--- src/rtl/spi_master_pkg.sv ---
// spi_master_pkg
// Shared types and constants for the SPI master controller slice.
//   state_t      : controller FSM states
//   OP_*         : 2-bit command opcodes carried in cmd_data[9:8]
//   CMD_W        : command frame width (opcode + payload)
//   DATA_W       : width of the byte returned on MISO
//   SEND_BITS    : MOSI bits per frame (select bit + 10 command bits)
//   seq_illegal  : opcode-ordering rule used when SPI_MASTER_SEQ_CHECK_EN is defined
package spi_master_pkg;

   localparam int CMD_W     = 10;
   localparam int DATA_W    = 8;
   localparam int SEND_BITS = 11;

   localparam logic [1:0] OP_WR_ADDR = 2'b00;
   localparam logic [1:0] OP_WR_DATA = 2'b01;
   localparam logic [1:0] OP_RD_ADDR = 2'b10;
   localparam logic [1:0] OP_RD_DATA = 2'b11;

   typedef enum logic [2:0] {
      IDLE,
      SETUP,
      SEND,
      TURN,
      RECV,
      GAP
   } state_t;

   // A data phase must directly follow its matching address phase.
   function automatic logic seq_illegal(input logic [1:0] op, input logic [1:0] last_op);
      return ((op == OP_WR_DATA) && (last_op != OP_WR_ADDR)) ||
             ((op == OP_RD_DATA) && (last_op != OP_RD_ADDR));
   endfunction

endpackage

--- src/rtl/spi_master_ctrl_shift.sv ---
// spi_shift_unit
// Datapath shifters for the SPI master: a loadable 10-bit PISO feeding MOSI
// and an 8-bit SIPO collecting MISO. Both shift only when the FSM enables them.
// Ports:
//   clk, rst_n  : clock, asynchronous active-low reset
//   load        : capture load_data into the transmit shifter
//   load_data   : command word (opcode + payload)
//   shift_en    : advance the transmit shifter one bit toward the MSB
//   tx_bit      : current MSB of the transmit shifter
//   sample_en   : shift rx_bit into the receive byte
//   rx_bit      : serial input from MISO
//   rx_data     : received byte, MSB first
module spi_shift_unit
   import spi_master_pkg::*;
(
   input  logic              clk,
   input  logic              rst_n,
   input  logic              load,
   input  logic [CMD_W-1:0]  load_data,
   input  logic              shift_en,
   output logic              tx_bit,
   input  logic              sample_en,
   input  logic              rx_bit,
   output logic [DATA_W-1:0] rx_data
);

   logic [CMD_W-1:0] tx_sr;

   always_ff @(posedge clk or negedge rst_n) begin
      if (!rst_n) begin
         tx_sr <= '0;
      end else if (load) begin
         tx_sr <= load_data;
      end else if (shift_en) begin
         tx_sr <= {tx_sr[CMD_W-2:0], 1'b0};
      end
   end

   assign tx_bit = tx_sr[CMD_W-1];

   always_ff @(posedge clk or negedge rst_n) begin
      if (!rst_n) begin
         rx_data <= '0;
      end else if (sample_en) begin
         rx_data <= {rx_data[DATA_W-2:0], rx_bit};
      end
   end

endmodule

--- src/rtl/spi_master_ctrl.sv ---
// spi_master_ctrl
// SPI master that frames 10-bit commands on MOSI under SS_n and, for read-data
// commands, collects the slave's 8-bit reply from MISO.
// Optional feature macro: SPI_MASTER_SEQ_CHECK_EN adds seq_err, flagging a
// data-phase command that does not directly follow its address-phase command.
// Parameters:
//   TURNAROUND : SS_n-low cycles between the last command bit and the first MISO sample (1..15)
//   MIN_GAP    : minimum SS_n-high GAP cycles between frames (1..15)
// Ports:
//   clk, rst_n  : clock (also the SPI bit clock), asynchronous active-low reset
//   cmd_valid / cmd_ready / cmd_data : host command handshake
//   rd_valid, rd_data : one-cycle pulse with the received byte
//   busy        : frame in progress or gap pending
//   SS_n, MOSI, MISO : SPI pins
//   seq_err     : (SPI_MASTER_SEQ_CHECK_EN only) one-cycle ordering error pulse
module spi_master_ctrl
   import spi_master_pkg::*;
#(
   parameter int TURNAROUND = 2,
   parameter int MIN_GAP    = 1
) (
   input  logic              clk,
   input  logic              rst_n,
   input  logic              cmd_valid,
   output logic              cmd_ready,
   input  logic [CMD_W-1:0]  cmd_data,
   output logic              rd_valid,
   output logic [DATA_W-1:0] rd_data,
   output logic              busy,
   output logic              SS_n,
   output logic              MOSI,
   input  logic              MISO
`ifdef SPI_MASTER_SEQ_CHECK_EN
   ,
   output logic              seq_err
`endif
);

   localparam logic [3:0] SEND_LAST = 4'(SEND_BITS - 1);
   localparam logic [3:0] TURN_LAST = 4'(TURNAROUND - 1);
   localparam logic [3:0] RECV_LAST = 4'(DATA_W - 1);
   localparam logic [3:0] GAP_LAST  = 4'(MIN_GAP - 1);

   state_t     state;
   logic [3:0] cnt;
   logic [1:0] frame_op;
   logic       accept;
   logic       tx_bit;

   assign accept = cmd_valid && cmd_ready;

   spi_shift_unit u_shift (
      .clk       (clk),
      .rst_n     (rst_n),
      .load      (accept),
      .load_data (cmd_data),
      .shift_en  (state == SEND),
      .tx_bit    (tx_bit),
      .sample_en (state == RECV),
      .rx_bit    (MISO),
      .rx_data   (rd_data)
   );

   // The first SEND bit is the shifter MSB presented without shifting, so the
   // opcode MSB goes out twice: once as the slave's read/write select and
   // once as the head of the 10-bit command. cnt restarts at every state
   // change and only advances until the state's terminal count.
   always_ff @(posedge clk or negedge rst_n) begin
      if (!rst_n) begin
         state     <= IDLE;
         cnt       <= '0;
         frame_op  <= OP_WR_ADDR;
         cmd_ready <= 1'b0;
         busy      <= 1'b0;
         SS_n      <= 1'b1;
         MOSI      <= 1'b0;
         rd_valid  <= 1'b0;
      end else begin
         rd_valid <= 1'b0;
         case (state)
            IDLE: begin
               if (accept) begin
                  cmd_ready <= 1'b0;
                  busy      <= 1'b1;
                  SS_n      <= 1'b0;
                  MOSI      <= 1'b0;
                  frame_op  <= cmd_data[CMD_W-1 -: 2];
                  cnt       <= '0;
                  state     <= SETUP;
               end else begin
                  cmd_ready <= 1'b1;
               end
            end
            SETUP: begin
               MOSI  <= tx_bit;
               cnt   <= '0;
               state <= SEND;
            end
            SEND: begin
               if (cnt == SEND_LAST) begin
                  MOSI <= 1'b0;
                  cnt  <= '0;
                  if (frame_op == OP_RD_DATA) begin
                     state <= TURN;
                  end else begin
                     SS_n  <= 1'b1;
                     state <= GAP;
                  end
               end else begin
                  MOSI <= tx_bit;
                  cnt  <= cnt + 4'd1;
               end
            end
            TURN: begin
               if (cnt == TURN_LAST) begin
                  cnt   <= '0;
                  state <= RECV;
               end else begin
                  cnt <= cnt + 4'd1;
               end
            end
            RECV: begin
               if (cnt == RECV_LAST) begin
                  rd_valid <= 1'b1;
                  SS_n     <= 1'b1;
                  cnt      <= '0;
                  state    <= GAP;
               end else begin
                  cnt <= cnt + 4'd1;
               end
            end
            GAP: begin
               if (cnt == GAP_LAST) begin
                  busy      <= 1'b0;
                  cmd_ready <= 1'b1;
                  cnt       <= '0;
                  state     <= IDLE;
               end else begin
                  cnt <= cnt + 4'd1;
               end
            end
            default: begin
               state <= IDLE;
            end
         endcase
      end
   end

`ifdef SPI_MASTER_SEQ_CHECK_EN
   logic [1:0] last_op;

   // Resetting last_op to OP_RD_DATA makes it a legal predecessor of neither
   // data phase, so a data command straight after reset is always flagged.
   always_ff @(posedge clk or negedge rst_n) begin
      if (!rst_n) begin
         seq_err <= 1'b0;
         last_op <= OP_RD_DATA;
      end else begin
         seq_err <= 1'b0;
         if (accept) begin
            seq_err <= seq_illegal(cmd_data[CMD_W-1 -: 2], last_op);
            last_op <= cmd_data[CMD_W-1 -: 2];
         end
      end
   end
`endif

endmodule

--- config.mk ---
export PLATFORM = sky130hd
export DESIGN_NAME = spi_master_ctrl
export DESIGN_NICKNAME = d
export VERILOG_FILES = /design/src/rtl/spi_master_pkg.sv /design/src/rtl/spi_master_ctrl_shift.sv /design/src/rtl/spi_master_ctrl.sv
export SDC_FILE = /design/constraint.sdc
export NUM_CORES = 1
export LEC_CHECK = 0
export CORE_MARGIN = 1.5
export CORE_UTILIZATION = 47
export CTS_CLUSTER_DIAMETER = 150
export CTS_CLUSTER_SIZE = 16
export DETAILED_ROUTE_END_ITERATION = 10
export GPL_ROUTABILITY_DRIVEN = 0
export PLACE_DENSITY = 0.75
export SYNTH_ARGS = -nofsm -noshare
export SYNTH_HDL_FRONTEND = slang
export SYNTH_SLANG_ARGS = --single-unit
--- constraint.sdc ---
create_clock -name clk -period 1.9 [get_ports clk]
set_input_delay 0.285 -clock clk [delete_from_list [all_inputs] [get_ports clk]]
set_output_delay 0.285 -clock clk [all_outputs]
set_load 0.05 [all_outputs]
==> Yosys cells after proc, flatten, opt, wreduce, memory -nomap -nowiden <==
Index checks and enable logic that the tools add are counted.
{ "classes": {"n_bitwise": 0, "order_cmp": 0, "eq_ne": 15, "div_mod_pow": 0, "reduce_logical": 15, "mul": 0, "muxes": 30, "n_shift": 0, "add_sub_neg": 1} }
{ "op_table": {"columns": ["operator", "count"], "rows": [
  ["case mux 4 bit (6 select lines)", 1],
  ["2-to-1 mux 10 bit", 2],
  ["2-to-1 mux 4 bit", 5],
  ["2-to-1 mux 3 bit", 6],
  ["case mux 3 bit (6 select lines)", 1],
  ["inequality test 2 bit, second input constant", 6],
  ["2-to-1 mux 1 bit", 11],
  ["AND reduction 5 bit", 2],
  ["AND reduction 2 bit", 4],
  ["== test 3 x 2 -> 1 bit, second input constant", 2],
  ["== test 3 bit, second input constant", 2],
  ["case mux 1 bit (3 select lines)", 2],
  ["nonzero test 3 bit", 2],
  ["nonzero test 6 bit", 1],
  ["adder 4 x 1 -> 4 bit, second input constant", 1],
  ["== test 4 x 1 -> 1 bit, second input constant", 1],
  ["== test 4 x 3 -> 1 bit, second input constant", 1],
  ["== test 4 bit, second input constant", 1],
  ["logical NOT 4 bit", 1],
  ["case mux 1 bit (2 select lines)", 2],
  ["nonzero test 2 bit", 2],
  ["== test 3 x 1 -> 1 bit, second input constant", 1],
  ["logical NOT 3 bit", 1],
  ["AND reduction 3 bit", 1],
  ["other kinds (2)", 2]
]} }
{ "totals": {"memories": 0, "word_cells": 71, "romBits": 0, "latchBits": 0, "mem_bits_rw": 0, "ff_bits": 32, "in_bits": 14} }

==> Depth between registers and ports, before layout <==
{ "depth": {"word_depth": 4, "mapped_depth": 6, "ltp_nobuf": 6} }

==> Hierarchy <==
A second synthesis with hierarchy kept.
{ "hier_totals": {"cells_unflattened": 157, "area_unflattened_um2": 1710.4} }
{ "by_module_without_submodules": {"columns": ["mod", "seq_area_each_um2", "area_each_um2", "instances", "cells_per_inst"], "rows": [
  ["spi_master_ctrl", 351.6, 914.6, 1, 97],
  ["spi_shift_unit", 450.4, 795.8, 1, 60]
]} }

==> Worst setup path after synthesis <==
Ideal clock, no wire load.
{ "synth_path": {"kind": "reg2reg", "start": "register cnt[1]", "end": "register state[0]", "n_path_buf": 0, "path_slack_ps": 140, "arrival_ps": 1634, "path_stages_with_launch": 7, "required_time_ps": 1775, "setup_time_ps": 125, "cell_sequence": "dfrtp_1 inv_1 ha_1 or3b_4 a22oi_2 and2_4 mux2_4"} }
{ "synth_between": {"elab_chain_len": 3, "word_cells_on_any_way": 9} }
{ "synth_lines": {"columns": ["item", "line", "source"], "rows": [
  ["start, declared", "spi_master_ctrl.sv:45", "logic [3:0] cnt;"],
  ["start signal, assigned", "spi_master_ctrl.sv:111", "cnt <= cnt + 4'd1;"],
  ["start signal, assigned", "spi_master_ctrl.sv:119", "cnt <= cnt + 4'd1;"],
  ["start signal, assigned", "spi_master_ctrl.sv:129", "cnt <= cnt + 4'd1;"],
  ["== test 4 x 1 -> 1 bit, or another cell as far along", "spi_master_ctrl.sv:115", "if (cnt == TURN_LAST) begin"],
  ["inequality test 2 bit (no line)", null, null],
  ["AND reduction 5 bit (no line) (*)", null, null],
  ["end signal, assigned", "spi_master_ctrl.sv:117", "state <= RECV;"],
  ["end signal, assigned", "spi_master_ctrl.sv:127", "state <= GAP;"],
  ["end signal, assigned", "spi_master_ctrl.sv:137", "state <= IDLE;"],
  ["end, declared", "spi_master_ctrl.sv:44", "state_t state;"]
]} }
Mark *: on every way between the ends. The rest lies on a longest branch, timed or not.
A chain may end at the register's enable or synchronous reset.

==> Worst setup path in the final report <==
{ "layout_path": {"start": "register busy", "end": "output busy"} }
{ "layout_lines": {"columns": ["item", "line", "source"], "rows": [
  ["start, declared", "spi_master_ctrl.sv:29", "output logic busy,"],
  ["start signal, assigned", "spi_master_ctrl.sv:74", "busy <= 1'b0;"],
  ["start signal, assigned", "spi_master_ctrl.sv:84", "busy <= 1'b1;"],
  ["start signal, assigned", "spi_master_ctrl.sv:134", "busy <= 1'b0;"]
]} }
No word-level cell between the ends.

==> summary.txt <==
post-synth top area share - 47.7%
Worst-Margin Slew - 510 ps
final net count - 222
crit-path leading delay family - buffers and inverters
Synth Cell Area - 0.00163 sq mm
Wirelength per Cell - 13.5 microns
leakage power total - 0.910 nW
register area share after synthesis - 49.3%
largest fanout on the critical path - 3
GRT Total Usage - 20.6%
Die H - 61.8 microns
CP required - 1620 ps
Reg2Reg Launch Point - cnt[1]
clock sink count - 32
Overflow after GRT - 0
cells along the critical path - clkdlybuf4s50_1
Setup crit end kind - output port
Cells after Synth - 171
slowest stage delay, CP - 810 ps
number of global-route vias before repair - 1256
final setup fails - 0
CTS tree - built
TritonCTS buffer count - 5
Fill cells - 293
io pins - 27
Final Util - 60.8%
Post-Syn Nets - 189
status - finished clean
Routed WL - 3380 microns
DRT Pass-1 Iters - 4
Worst Setup SP - busy
synthesized flop and latch total - 32
R2R cell count - 6
initial antenna violation count - 0
Root Driver - clkbuf_4
Synth cell types - 38
Highest Clock Rate - 0.551 GHz
total number of vias - 1306
largest net degree at the start of global routing - 33
row cnt - 21
Clk Latency, worst-skew pair - 340 ps
die width - 61.8 microns
DRT iter0 DRCs - 63
RSZ-0062 raised after global routing - false
DRC - 0
number of synthesized flops with an enable pin - 0
Setup Skew - 13.3 ps
hold_ws - 339 ps
top cells by area, synth - dfrtp_1 48%, nand2_1 11%, mux2i_1 5.5%
endpoints failing hold - 0
Via density - 5.20
H-tree depth - 2
max_cap viols - 0
arrival time worst endpoint - 1530 ps
Area Overhead vs Synth - 24.9%
final cycle utilization of the critical path - 95.6%
core area - 0.00334 sq mm
Peak supply drop - 0.899 mV
setup TNS - 0 ps
Crit path depth - 1
Min-Delay Path Class - in -> async
share of cells above drive strength 1 - 13.2%
CP Buf/Inv Count - 1
Yosys warnings - 0
largest area contributor in the netlist - dfrtp_1
postcts setup bufs - 0
count of buffers from port buffering - 26
syn avg cell area - 9.50 sq um
Worst Setup Path Type - reg -> out
most frequent cells in the layout - 48 x nand2_1, 31 x dfrtp_1, 24 x clkdlybuf4s50_1
Most used DFF post-synth - dfrtp_1
asr flop ratio synth - 100%
antenna-violating nets left - 0
crit path time final - 1820 ps
commonest non-fill, non-tap cell in the layout - nand2_1
Rel. slew slack - 65.9%
critical path's slowest cell - clkdlybuf4s50_1
pwr dens - 1740 mW/mm^2
antenna diode count - 0
clk slew on worst S/H paths - 90 ps
post-route cell area - 0.00203 sq mm
global-route wire length before repair - 5670 microns
Max Slew Vio Count - 0
critical path launch point type - register
die area - 0.00382 sq mm
hpwl dp - 2500 microns
placed inst area - 0.00197 sq mm
Starting Density - 48.7%
clock buffer depth - 2
## synth_stat cells, drive strengths merged (2+ instances only)
cell	n
inv	3
clkbuf	6
dfrtp	31
nand2	48
a21oi	6
mux2i	9
nand3b	2
o21ai	16
nor2	6
and2	4
nor2b	5
buf	3
ha	4
a22oi	3
mux2	3
o211ai	3
a21o	2
## through the flow
| stage | instances | power [mW] | setup slack [ps] |
|---|---|---|---|
| after floorplan | 171 | 2.57 | 140 |
| after global placement | 243 | 3.07 | 168 |
| after detailed placement | 243 | 3.16 | 106 |
| after CTS | 251 | 3.57 | 1.10 |
| after global routing | 251 | 3.81 | 11.8 |
| final | 251 | 3.54 | 84.0 |
## worst paths after layout
kind                       slack (ps)            endpoint
hold reg to reg                   490                MOSI
setup / recovery                   80                busy
min in group clk                  490                MOSI
max in group asynchronous        1240                SS_n
hold / removal                    340  u_shift.rx_data[0]
setup reg to reg                   90            state[0]
## timing repair
item	4_1_cts	5_1_grt
endpoints found under the hold margin	0	0
resized for setup	0	1
hold buffers	0	0
endpoints found under the setup margin	0	1
## power by group
| part | switching, mW | total, mW | internal (mW) |
|---|---|---|---|
| logic | 1.05 | 1.85 | 0.792 |
| registers | 0.300 | 1.29 | 0.990 |
| clock network | 0.221 | 0.403 | 0.182 |
| total | 1.58 | 3.54 | 1.97 |
## per-layer routing
metal | GRT usage, % | vias up | wire length, microns
met5 | 0 | - | 0
met2 | 34.1 | 37 | 1660
met4 | 8.51 | 0 | 76
met3 | 6.21 | 9 | 161
met1 | 24.9 | 607 | 1480
li1 | - | 653 | -
## area by class of cell
class | instances | area (sq um) | share of cell area, %
Timing Repair Buffer | 35 | 328 | 16.2
Multi-Input combinational cell | 127 | 772 | 38.0
Tap cell | 46 | 57.6 | 2.84
Inverter | 3 | 11.3 | 0.555
Clock buffer | 8 | 58.8 | 2.90
Sequential cell | 32 | 802 | 39.5
## sequential cells by signal, indices dropped and copies added (netlist names)
signal,flops
SS_n,1
MOSI,1
cmd_ready,1
u_shift.rx_data,8
rd_valid,1
state,3
frame_op,2
cnt,4
u_shift.tx_sr,10
busy,1
## logic make-up (layout without fill, tap and decap cells)
group / Yosys count / after routing / synth area share (%)
compound gates: 37 / 37 / 14.9
fa+ha+maj: 4 / 4 / 3.08
buf+inv: 12 / 46 / 3.16
flops: 32 / 32 / 49.3
mux: 12 / 12 / 7.85
simple gates: 74 / 74 / 21.7
No activity file was read; power rests on OpenSTA's default activity.
